<file path="config.mk">
export PLATFORM = sky130hd
export DESIGN_NAME = enc_frame_ctrl_flat
export DESIGN_NICKNAME = d
export VERILOG_FILES = /design/src/rtl/enc_frame_ctrl_if.sv /design/src/rtl/enc_frame_ctrl.sv /design/src/flat_wrapper.sv
export SDC_FILE = /design/constraint.sdc
export NUM_CORES = 1
export LEC_CHECK = 0
export ABC_CLOCK_PERIOD_IN_PS = 2800
export BUFFER_PORTS_ARGS = -buffer_cell sky130_fd_sc_hd__buf_2
export CORE_MARGIN = 2
export CORE_UTILIZATION = 40
export DETAILED_ROUTE_END_ITERATION = 8
export GPL_TIMING_DRIVEN = 0
export PLACE_DENSITY = 0.68
export REMOVE_ABC_BUFFERS = 1
export SLEW_MARGIN = 20
export SYNTH_ARGS = -nofsm -noshare
export SYNTH_HDL_FRONTEND = slang
export SYNTH_SLANG_ARGS = --single-unit
</file>
<file path="constraint.sdc">
create_clock -name clk_sig -period 2.8 [get_ports clk_sig]
set_clock_uncertainty 0.15 [all_clocks]
set_input_delay 0.42 -clock clk_sig [delete_from_list [all_inputs] [get_ports clk_sig]]
set_output_delay 0.42 -clock clk_sig [all_outputs]
set_load 0.005 [all_outputs]
</file>
<file path="src/rtl/enc_frame_ctrl_if.sv">
// Bundle between the upstream bit source, the frame controller and the
// convolutional encoder's control inputs.
interface enc_frame_ctrl_if #(
  parameter int LEN_W = 8
) ();
  logic             start_sig;
  logic [LEN_W-1:0] len_sig;
  logic             in_valid_sig;
  logic             in_bit_sig;
  logic             in_ready_sig;
  logic             enc_clr_sig;
  logic             enc_en_sig;
  logic             enc_bit_sig;
  logic             busy_sig;
  logic             done_sig;

  // Master is the side that requests frames and supplies payload bits.
  modport master (
    output start_sig, len_sig, in_valid_sig, in_bit_sig,
    input  in_ready_sig, enc_clr_sig, enc_en_sig, enc_bit_sig, busy_sig, done_sig
  );

  modport slave (
    input  start_sig, len_sig, in_valid_sig, in_bit_sig,
    output in_ready_sig, enc_clr_sig, enc_en_sig, enc_bit_sig, busy_sig, done_sig
  );
endinterface

</file>
<file path="src/rtl/enc_frame_ctrl.sv">
// Frame sequencer for the convolutional encoder: clears the encoder, paces
// len payload bits at one per NUM clocks, then appends TAIL zero flush bits.
module enc_frame_ctrl #(
  parameter int NUM   = 4,
  parameter int TAIL  = 2,
  parameter int LEN_W = 8
) (
  input  logic            clk_sig,
  input  logic            rst_sig,
  enc_frame_ctrl_if.slave bus
);

  localparam int CW = $clog2(NUM);
  localparam int TW = $clog2(TAIL + 1);
  localparam logic [CW-1:0]    CNT_LAST  = CW'(NUM - 1);
  localparam logic [TW-1:0]    TAIL_LAST = TW'(TAIL - 1);
  localparam logic [LEN_W-1:0] LEN_ONE   = LEN_W'(1);

  typedef enum logic [2:0] {
    S_IDLE,
    S_CLEAR,
    S_DATA,
    S_FLUSH,
    S_DONE
  } state_e;

  state_e           state_q,    state_d;
  logic [LEN_W-1:0] len_q,      len_d;
  logic [LEN_W-1:0] acc_cnt_q,  acc_cnt_d;
  logic [LEN_W-1:0] emit_cnt_q, emit_cnt_d;
  logic [TW-1:0]    tail_cnt_q, tail_cnt_d;
  logic [CW-1:0]    cnt_q,      cnt_d;
  logic             hold_bit_q, hold_bit_d;
  logic             hold_v_q,   hold_v_d;

  logic tick;
  logic in_ready;
  logic load;
  logic enc_clr;
  logic enc_en;
  logic enc_bit;
  logic done;

  // Tick and ready depend only on registered state; in_valid never reaches an output.
  assign tick     = (state_q == S_DATA) && (cnt_q == CNT_LAST) && hold_v_q;
  assign in_ready = (state_q == S_DATA) && (acc_cnt_q < len_q) && (!hold_v_q || tick);
  assign load     = in_ready && bus.in_valid_sig;

  always_comb begin
    // NOTE: every signal written here gets a default first so no path leaves
    // it unassigned, which would otherwise infer a latch.
    state_d    = state_q;
    len_d      = len_q;
    acc_cnt_d  = acc_cnt_q;
    emit_cnt_d = emit_cnt_q;
    tail_cnt_d = tail_cnt_q;
    cnt_d      = cnt_q;
    hold_bit_d = hold_bit_q;
    hold_v_d   = hold_v_q;
    enc_clr    = 1'b0;
    enc_en     = 1'b0;
    enc_bit    = 1'b0;
    done       = 1'b0;

    // A tick and a load in the same cycle hand over directly to the new bit.
    if (load) begin
      hold_bit_d = bus.in_bit_sig;
      hold_v_d   = 1'b1;
      acc_cnt_d  = acc_cnt_q + LEN_ONE;
    end else if (tick) begin
      hold_v_d   = 1'b0;
    end

    unique case (state_q)
      S_IDLE: begin
        if (bus.start_sig && (bus.len_sig != '0)) begin
          len_d      = bus.len_sig;
          acc_cnt_d  = '0;
          emit_cnt_d = '0;
          tail_cnt_d = '0;
          cnt_d      = '0;
          hold_v_d   = 1'b0;
          state_d    = S_CLEAR;
        end
      end

      S_CLEAR: begin
        enc_clr = 1'b1;
        cnt_d   = '0;
        state_d = S_DATA;
      end

      S_DATA: begin
        if (tick) begin
          enc_en     = 1'b1;
          enc_bit    = hold_bit_q;
          emit_cnt_d = emit_cnt_q + LEN_ONE;
          cnt_d      = '0;
          if (emit_cnt_q == len_q - LEN_ONE) begin
            state_d = S_FLUSH;
          end
        end else if (cnt_q != CNT_LAST) begin
          cnt_d = cnt_q + CW'(1);
        end
        // cnt parks at CNT_LAST while the holding register is empty.
      end

      S_FLUSH: begin
        if (cnt_q == CNT_LAST) begin
          enc_en     = 1'b1;
          cnt_d      = '0;
          tail_cnt_d = tail_cnt_q + TW'(1);
          if (tail_cnt_q == TAIL_LAST) begin
            state_d = S_DONE;
          end
        end else begin
          cnt_d = cnt_q + CW'(1);
        end
      end

      S_DONE: begin
        done    = 1'b1;
        state_d = S_IDLE;
      end

      default: state_d = S_IDLE;
    endcase
  end

  always_ff @(posedge clk_sig) begin
    // NOTE: non-blocking assignments keep every flop sampling pre-edge values,
    // independent of statement order.
    if (rst_sig) begin
      state_q    <= S_IDLE;
      len_q      <= '0;
      acc_cnt_q  <= '0;
      emit_cnt_q <= '0;
      tail_cnt_q <= '0;
      cnt_q      <= '0;
      hold_bit_q <= 1'b0;
      hold_v_q   <= 1'b0;
    end else begin
      state_q    <= state_d;
      len_q      <= len_d;
      acc_cnt_q  <= acc_cnt_d;
      emit_cnt_q <= emit_cnt_d;
      tail_cnt_q <= tail_cnt_d;
      cnt_q      <= cnt_d;
      hold_bit_q <= hold_bit_d;
      hold_v_q   <= hold_v_d;
    end
  end

  assign bus.in_ready_sig = in_ready;
  assign bus.enc_clr_sig  = enc_clr;
  assign bus.enc_en_sig   = enc_en;
  assign bus.enc_bit_sig  = enc_bit;
  assign bus.busy_sig     = (state_q != S_IDLE);
  assign bus.done_sig     = done;

endmodule

</file>
<file path="src/flat_wrapper.sv">
// flat-port wrapper written by rule: the top's interface ports become plain ports
module enc_frame_ctrl_flat 
#(
  parameter int NUM   = 4,
  parameter int TAIL  = 2,
  parameter int LEN_W = 8
)
  (clk_sig, rst_sig, bus_start_sig, bus_len_sig, bus_in_valid_sig, bus_in_bit_sig, bus_in_ready_sig, bus_enc_clr_sig, bus_enc_en_sig, bus_enc_bit_sig, bus_busy_sig, bus_done_sig);
  enc_frame_ctrl_if #(.LEN_W(LEN_W)) bus_i ();
  input  logic clk_sig;
  input  logic rst_sig;
  input wire logic [$bits(bus_i.start_sig)-1:0] bus_start_sig;
  input wire logic [$bits(bus_i.len_sig)-1:0] bus_len_sig;
  input wire logic [$bits(bus_i.in_valid_sig)-1:0] bus_in_valid_sig;
  input wire logic [$bits(bus_i.in_bit_sig)-1:0] bus_in_bit_sig;
  output wire logic [$bits(bus_i.in_ready_sig)-1:0] bus_in_ready_sig;
  output wire logic [$bits(bus_i.enc_clr_sig)-1:0] bus_enc_clr_sig;
  output wire logic [$bits(bus_i.enc_en_sig)-1:0] bus_enc_en_sig;
  output wire logic [$bits(bus_i.enc_bit_sig)-1:0] bus_enc_bit_sig;
  output wire logic [$bits(bus_i.busy_sig)-1:0] bus_busy_sig;
  output wire logic [$bits(bus_i.done_sig)-1:0] bus_done_sig;
  assign bus_i.start_sig = bus_start_sig;
  assign bus_i.len_sig = bus_len_sig;
  assign bus_i.in_valid_sig = bus_in_valid_sig;
  assign bus_i.in_bit_sig = bus_in_bit_sig;
  assign bus_in_ready_sig = bus_i.in_ready_sig;
  assign bus_enc_clr_sig = bus_i.enc_clr_sig;
  assign bus_enc_en_sig = bus_i.enc_en_sig;
  assign bus_enc_bit_sig = bus_i.enc_bit_sig;
  assign bus_busy_sig = bus_i.busy_sig;
  assign bus_done_sig = bus_i.done_sig;
  enc_frame_ctrl #(.NUM(NUM), .TAIL(TAIL), .LEN_W(LEN_W)) u_core (.clk_sig(clk_sig), .rst_sig(rst_sig), .bus(bus_i));
endmodule
</file>
; After elaboration in Yosys (flattened, before gate mapping)
; Index checks and enable logic that the tools add are counted.
[op_classes]
div = 0
mul = 0
magnitude_cmp = 1
eq_ne = 14
n_addsub = 5
muxes = 30
n_reduce_logical = 19
n_shift = 0
bitwise_logic = 0
[op_table]
columns = cell, n
row1 = 2-to-1 mux 8 bit, 5
row2 = "adder 8 x 1 -> 8 bit, second input constant", 2
row3 = one-hot mux 8 bit (2 select lines), 1
row4 = 2-to-1 mux 3 bit, 5
row5 = one-hot mux 3 bit (4 select lines), 1
row6 = 2-to-1 mux 1 bit, 10
row7 = 2-to-1 mux 2 bit, 5
row8 = AND reduction 3 bit, 3
row9 = == test 8 bit, 1
row10 = < comparator 8 bit, 1
row11 = "!= test 2 x 1 -> 1 bit, second input constant", 4
row12 = one-hot mux 2 bit (4 select lines), 1
row13 = nonzero test 8 bit, 1
row14 = "subtractor 8 x 1 -> 8 bit, second input constant", 1
row15 = "== test 3 x 2 -> 1 bit, second input constant", 2
row16 = logical AND 1 bit, 6
row17 = AND reduction 5 bit, 1
row18 = "adder 2 x 1 -> 2 bit, second input constant", 2
row19 = "!= test 2 bit, second input constant", 2
row20 = one-hot mux 2 bit (2 select lines), 1
row21 = nonzero test 2 bit, 2
row22 = nonzero test 4 bit, 1
row23 = "== test 3 x 1 -> 1 bit, second input constant", 1
row24 = "== test 3 bit, second input constant", 1
row25 = other kinds (9), 9
[word_totals]
latchBits = 0
register_bits = 33
romBits = 0
input_bits = 13
mem_bits_rw = 0
memories = 0
elab_cells = 77

; Longest topological paths before layout
[depth]
word_depth = 9
mapped_depth = 9
depth_no_buf = 7

; Least setup slack after synthesis
; OpenSTA, ideal clock, no wires.
[synth_path]
path_type = reg-to-reg
from = register u_core.len_q[2]
to = register u_core.acc_cnt_q[7]
stages_incl_launch_ff = 8
setup_slack_ps = 635
setup_ps = 121
t_arrival_ps = 1895
cell_sequence = dfxtp_1 -> inv_1 -> ha_1 -> o21a_1 -> o21ai_0 -> o211ai_2 -> nor3_1 -> mux2_2
[synth_between]
elab_chain_len = 7
[synth_lines]
columns = item, line_no
row1 = "start, declared", enc_frame_ctrl.sv:28  ; logic [LEN_W-1:0] len_q, len_d;
row2 = "start signal, assigned", enc_frame_ctrl.sv:144  ; len_q <= len_d;
row3 = < comparator 8 bit (*), enc_frame_ctrl.sv:46  ; assign in_ready = (state_q == S_DATA) && (acc_cnt_q < len_q) && (!hold_v_q || tick);
row4 = logical AND 1 bit (*) (2 in a row), enc_frame_ctrl.sv:46
row5 = logical AND 1 bit (*), enc_frame_ctrl.sv:47  ; assign load = in_ready && bus.in_valid_sig;
row6 = 2-to-1 mux 8 bit (*), enc_frame_ctrl.sv:66  ; if (load) begin
row7 = 2-to-1 mux 8 bit, enc_frame_ctrl.sv:76  ; if (bus.start_sig && (bus.len_sig != '0)) begin
row8 = 2-to-1 mux 8 bit (*), enc_frame_ctrl.sv:74  ; unique case (state_q)
row9 = "end signal, assigned", enc_frame_ctrl.sv:145  ; acc_cnt_q <= acc_cnt_d;
row10 = "end, declared", enc_frame_ctrl.sv:29  ; logic [LEN_W-1:0] acc_cnt_q, acc_cnt_d;
; Mark *: on every way between the ends. The rest lies on a longest branch, timed or not.
; A chain may end at the register's enable or synchronous reset.

; Final worst setup path
[layout_path]
from = register u_core.state_q[2]
to = register u_core.acc_cnt_q[7]
[layout_between]
elab_chain_len = 9
[layout_lines]
columns = item, line_no
row1 = "start, declared", enc_frame_ctrl.sv:27  ; state_e state_q, state_d;
row2 = "start signal, assigned", enc_frame_ctrl.sv:143  ; state_q <= state_d;
row3 = == test 3 x 2 -> 1 bit, "enc_frame_ctrl.sv:45, enc_frame_ctrl.sv:46"
row4 = logical AND 1 bit (2 in a row), enc_frame_ctrl.sv:45  ; assign tick = (state_q == S_DATA) && (cnt_q == CNT_LAST) && hold_v_q;
row5 = logical OR 1 bit, enc_frame_ctrl.sv:46
row6 = logical AND 1 bit, enc_frame_ctrl.sv:46
row7 = logical AND 1 bit, enc_frame_ctrl.sv:47
row8 = 2-to-1 mux 8 bit, enc_frame_ctrl.sv:66
row9 = 2-to-1 mux 8 bit, enc_frame_ctrl.sv:76
row10 = 2-to-1 mux 8 bit (*), enc_frame_ctrl.sv:74
; Marks and branches as above.

==> run summary <==
Least-Margin Pin Slew: 1.01 ns
Final WS setup: 0.195 ns
# nets final: 285
Design area: 2210 um^2
Maximum buffer depth of the clock tree: 2
Die Span Y: 75.1 um
I/O Buffers: 18
Synth Area in Adders: 0.0743
Starting density of the core: 0.422
Core area: 4790 um^2
H-Tree Depth: 2
Clock-pin slew on the worst setup and hold paths: 0.06 ns
Die width: 75.1 um
Hold_buf cts: 0
First drt pass iteration count: 4
Leak Pwr: 0.846 nW
Worst Setup End Kind: flip-flop
Layout cell share with drive strength beyond 1: 0.127
Worst slew margin: 0.321
EDFF count, synth: 0
Fraction of registers with async set/reset: 0
Max Transition Viols Final: 0
Grt ovf: 0
Syn Area/Cell: 8.11 um^2
Syn. warnings: 0
Setup violators final: 0
Largest net degree at the start of global routing: 21
Fmax: 384 MHz
Routed WL per cell: 13.6 um
Routability cong.: 0.848
Drt drc: 0
First-pass GRT wire length: 7570 um
CTS tree: done
Max-cap violations: 0
CTS Buf Count: 5
Post-route clock period utilization: 0.931
Final ANT Viol Nets: 0
Detailed-placement wirelength estimate: 3190 um
Placed inst area: 2110 um^2
ANT cells: 0
Synth Area in Compound Gates: 0.210
Antenna violations before repair: 0
WS Path Type: flip-flop to flip-flop
Req. time, crit path: 2.83 ns
Worst EP arrival: 2.63 ns
Simple-Gate Fraction of Synth Area: 0.236
Critical path launch point type: flip-flop
Row count: 25
Final min period: 2.61 ns
Vias in the first global route: 1625
Final-report hold violation count: 0
GRT Total Usage: 0.178
Clk_lat worst skew: 0.29 ns
I/O pin count: 19
Synth Area in XOR/XNOR: 0.0651
Cell Pwr Density: 468 nW/um^2
Post-Layout Cell Count: 327
Hold/Removal Path Class: input pin to flip-flop
Worst Path Max Fanout: 16
Seq cells post-synth: 33
P&R area growth vs syn: 9.29%
Drt total wl: 4450 um
Placed insts: 319
RSZ-0062 raised after global routing: false
Routed vias: 1781
Mux cell area share after synthesis: 0.0155
Fill count: 495
Synthesized instance count: 249
Setup WS pre-CTS: -0.100 ns
Synth Cell Area: 2020 um^2
CTS Sinks: 33
Register area share after synthesis: 0.327
Synth Flop Type: dfxtp_1
CTS root buf: clkbuf_8
Unique masters post-synth: 50
Iter 0 DRT Violations: 80
Post-CTS Setup Bufs: 0
Status: finished, final reports clean
Via/cell ratio: 5.45
Maximum vdd ir drop: 0.241 mV
Largest family of logic cells by synthesized area: simple AND/OR/NAND/NOR gates
DIE AREA: 5630 um^2
Fin util: 0.461
-- sequential cells by signal, summed over array words and instances (netlist names) --
| register | cells |
|---|---|
| u_core.hold_bit_q | 1 |
| u_core.cnt_q | 2 |
| u_core.acc_cnt_q | 8 |
| u_core.state_q | 3 |
| u_core.hold_v_q | 1 |
| u_core.len_q | 8 |
| u_core.tail_cnt_q | 2 |
| u_core.emit_cnt_q | 8 |
-- worst max-delay path, stage by stage (launching register included) --
cell and delay (ns):
dfxtp_1 0.40, or3_1 0.54, a211oi_4 0.62, or2_2 0.45, nor2_1 0.07, mux2_2 0.26
-- per-stage QoR --
step	TNS, ns	hold WS (ns)	power, W
finish	0	0.225	0.00103
global route	0	0.239	0.00108
CTS	0	0.225	0.00104
detailed placement	-0.100	0.299	0.000673
global placement	-0.0818	0.292	0.000670
floorplan	0	0.280	0.000625
-- Yosys cell counts (2+ instances only) --
cell,count,area share
clkbuf_1,6,0.011
a2111oi_0,2,0.0087
or4_1,2,0.0074
buf_6,2,0.011
inv_1,16,0.030
nor4_1,4,0.012
nand2b_1,5,0.015
o21ai_2,2,0.0087
and4_1,3,0.013
o2111ai_1,3,0.013
o21ai_0,9,0.022
mux2i_1,2,0.0099
nor3_1,3,0.0074
and2_1,2,0.0062
a21oi_1,25,0.062
nor2_1,41,0.076
buf_2,4,0.0099
ha_1,12,0.074
a211oi_1,2,0.0074
or3_1,5,0.015
o31ai_1,2,0.0074
o21bai_1,2,0.0074
nor3b_1,2,0.0074
nand4_1,6,0.019
xor2_1,10,0.043
buf_4,2,0.0074
dfxtp_1,33,0.33
nand3_1,6,0.015
xnor2_1,5,0.022
nand2_1,10,0.019
nand4b_1,2,0.0087
-- logic make-up (layout without fill, tap and decap cells) --
logic type,count (synthesis),in the layout
XOR/XNOR,15,15
flip-flops,33,33
buffers and inverters,31,41
multiplexers,3,3
adder cells (fa/ha/maj),12,12
AND/OR/NAND/NOR,95,95
AO/OA/AOI/OAI,60,61
-- per-layer routing --
metal	vias to the layer above	global-route usage	wire length (um)
li1	906	-	-
met1	845	0.224	2120
met2	22	0.292	2120
met3	8	0.0361	123
met4	0	0.0833	83
met5	-	0	0
-- report_power, final --
group	switching, W	total (W)	internal (W)
registers	0.0000189	0.000501	0.000482
clock network	0.000168	0.000363	0.000195
logic	0.0000992	0.000168	0.0000690
-- timing repair --
action | in CTS | in global routing
gates cloned | 1 | 0
endpoints found under the setup margin | 1 | 1
resized for setup | 0 | 1
pin swaps | 1 | 0
-- cell usage in the layout, fill, tap and decap left out, drive strengths merged, types with 3 or more instances in the layout --
cell type / Yosys / layout
a2111oi: 3 / 3
a211oi: 3 / 4
a21oi: 25 / 25
and4: 3 / 3
buf: 8 / 18
clkbuf: 7 / 7
dfxtp: 33 / 33
ha: 12 / 12
inv: 16 / 16
nand2: 10 / 10
nand2b: 5 / 5
nand3: 6 / 6
nand4: 6 / 6
nor2: 41 / 41
nor3: 3 / 3
nor4: 4 / 4
o2111ai: 3 / 3
o21ai: 11 / 11
or3: 5 / 5
xnor2: 5 / 5
xor2: 10 / 10
-- cell type report --
class | instances | area, um^2 | share of cell area
multi-input cells | 186 | 1230 | 0.556
inverters | 16 | 60.1 | 0.0272
well taps | 67 | 83.8 | 0.0380
repair buffers | 18 | 90.1 | 0.0408
flip-flops and latches | 33 | 661 | 0.299
clock buffers | 7 | 86.3 | 0.0391
-- path summary, 6_finish.rpt --
kind / startpoint / end / slack [ns] / depth (start not counted)
hold reg to reg: u_core.cnt_q[1] / u_core.cnt_q[1] / 0.30 / 2
setup reg to reg: u_core.state_q[2] / u_core.acc_cnt_q[7] / 0.19 / 5
setup / recovery: u_core.state_q[2] / u_core.acc_cnt_q[7] / 0.19 / 5
hold / removal: bus_len_sig[3] / u_core.len_q[3] / 0.22 / 3
Note: power is estimated with default switching activity, not from simulation.
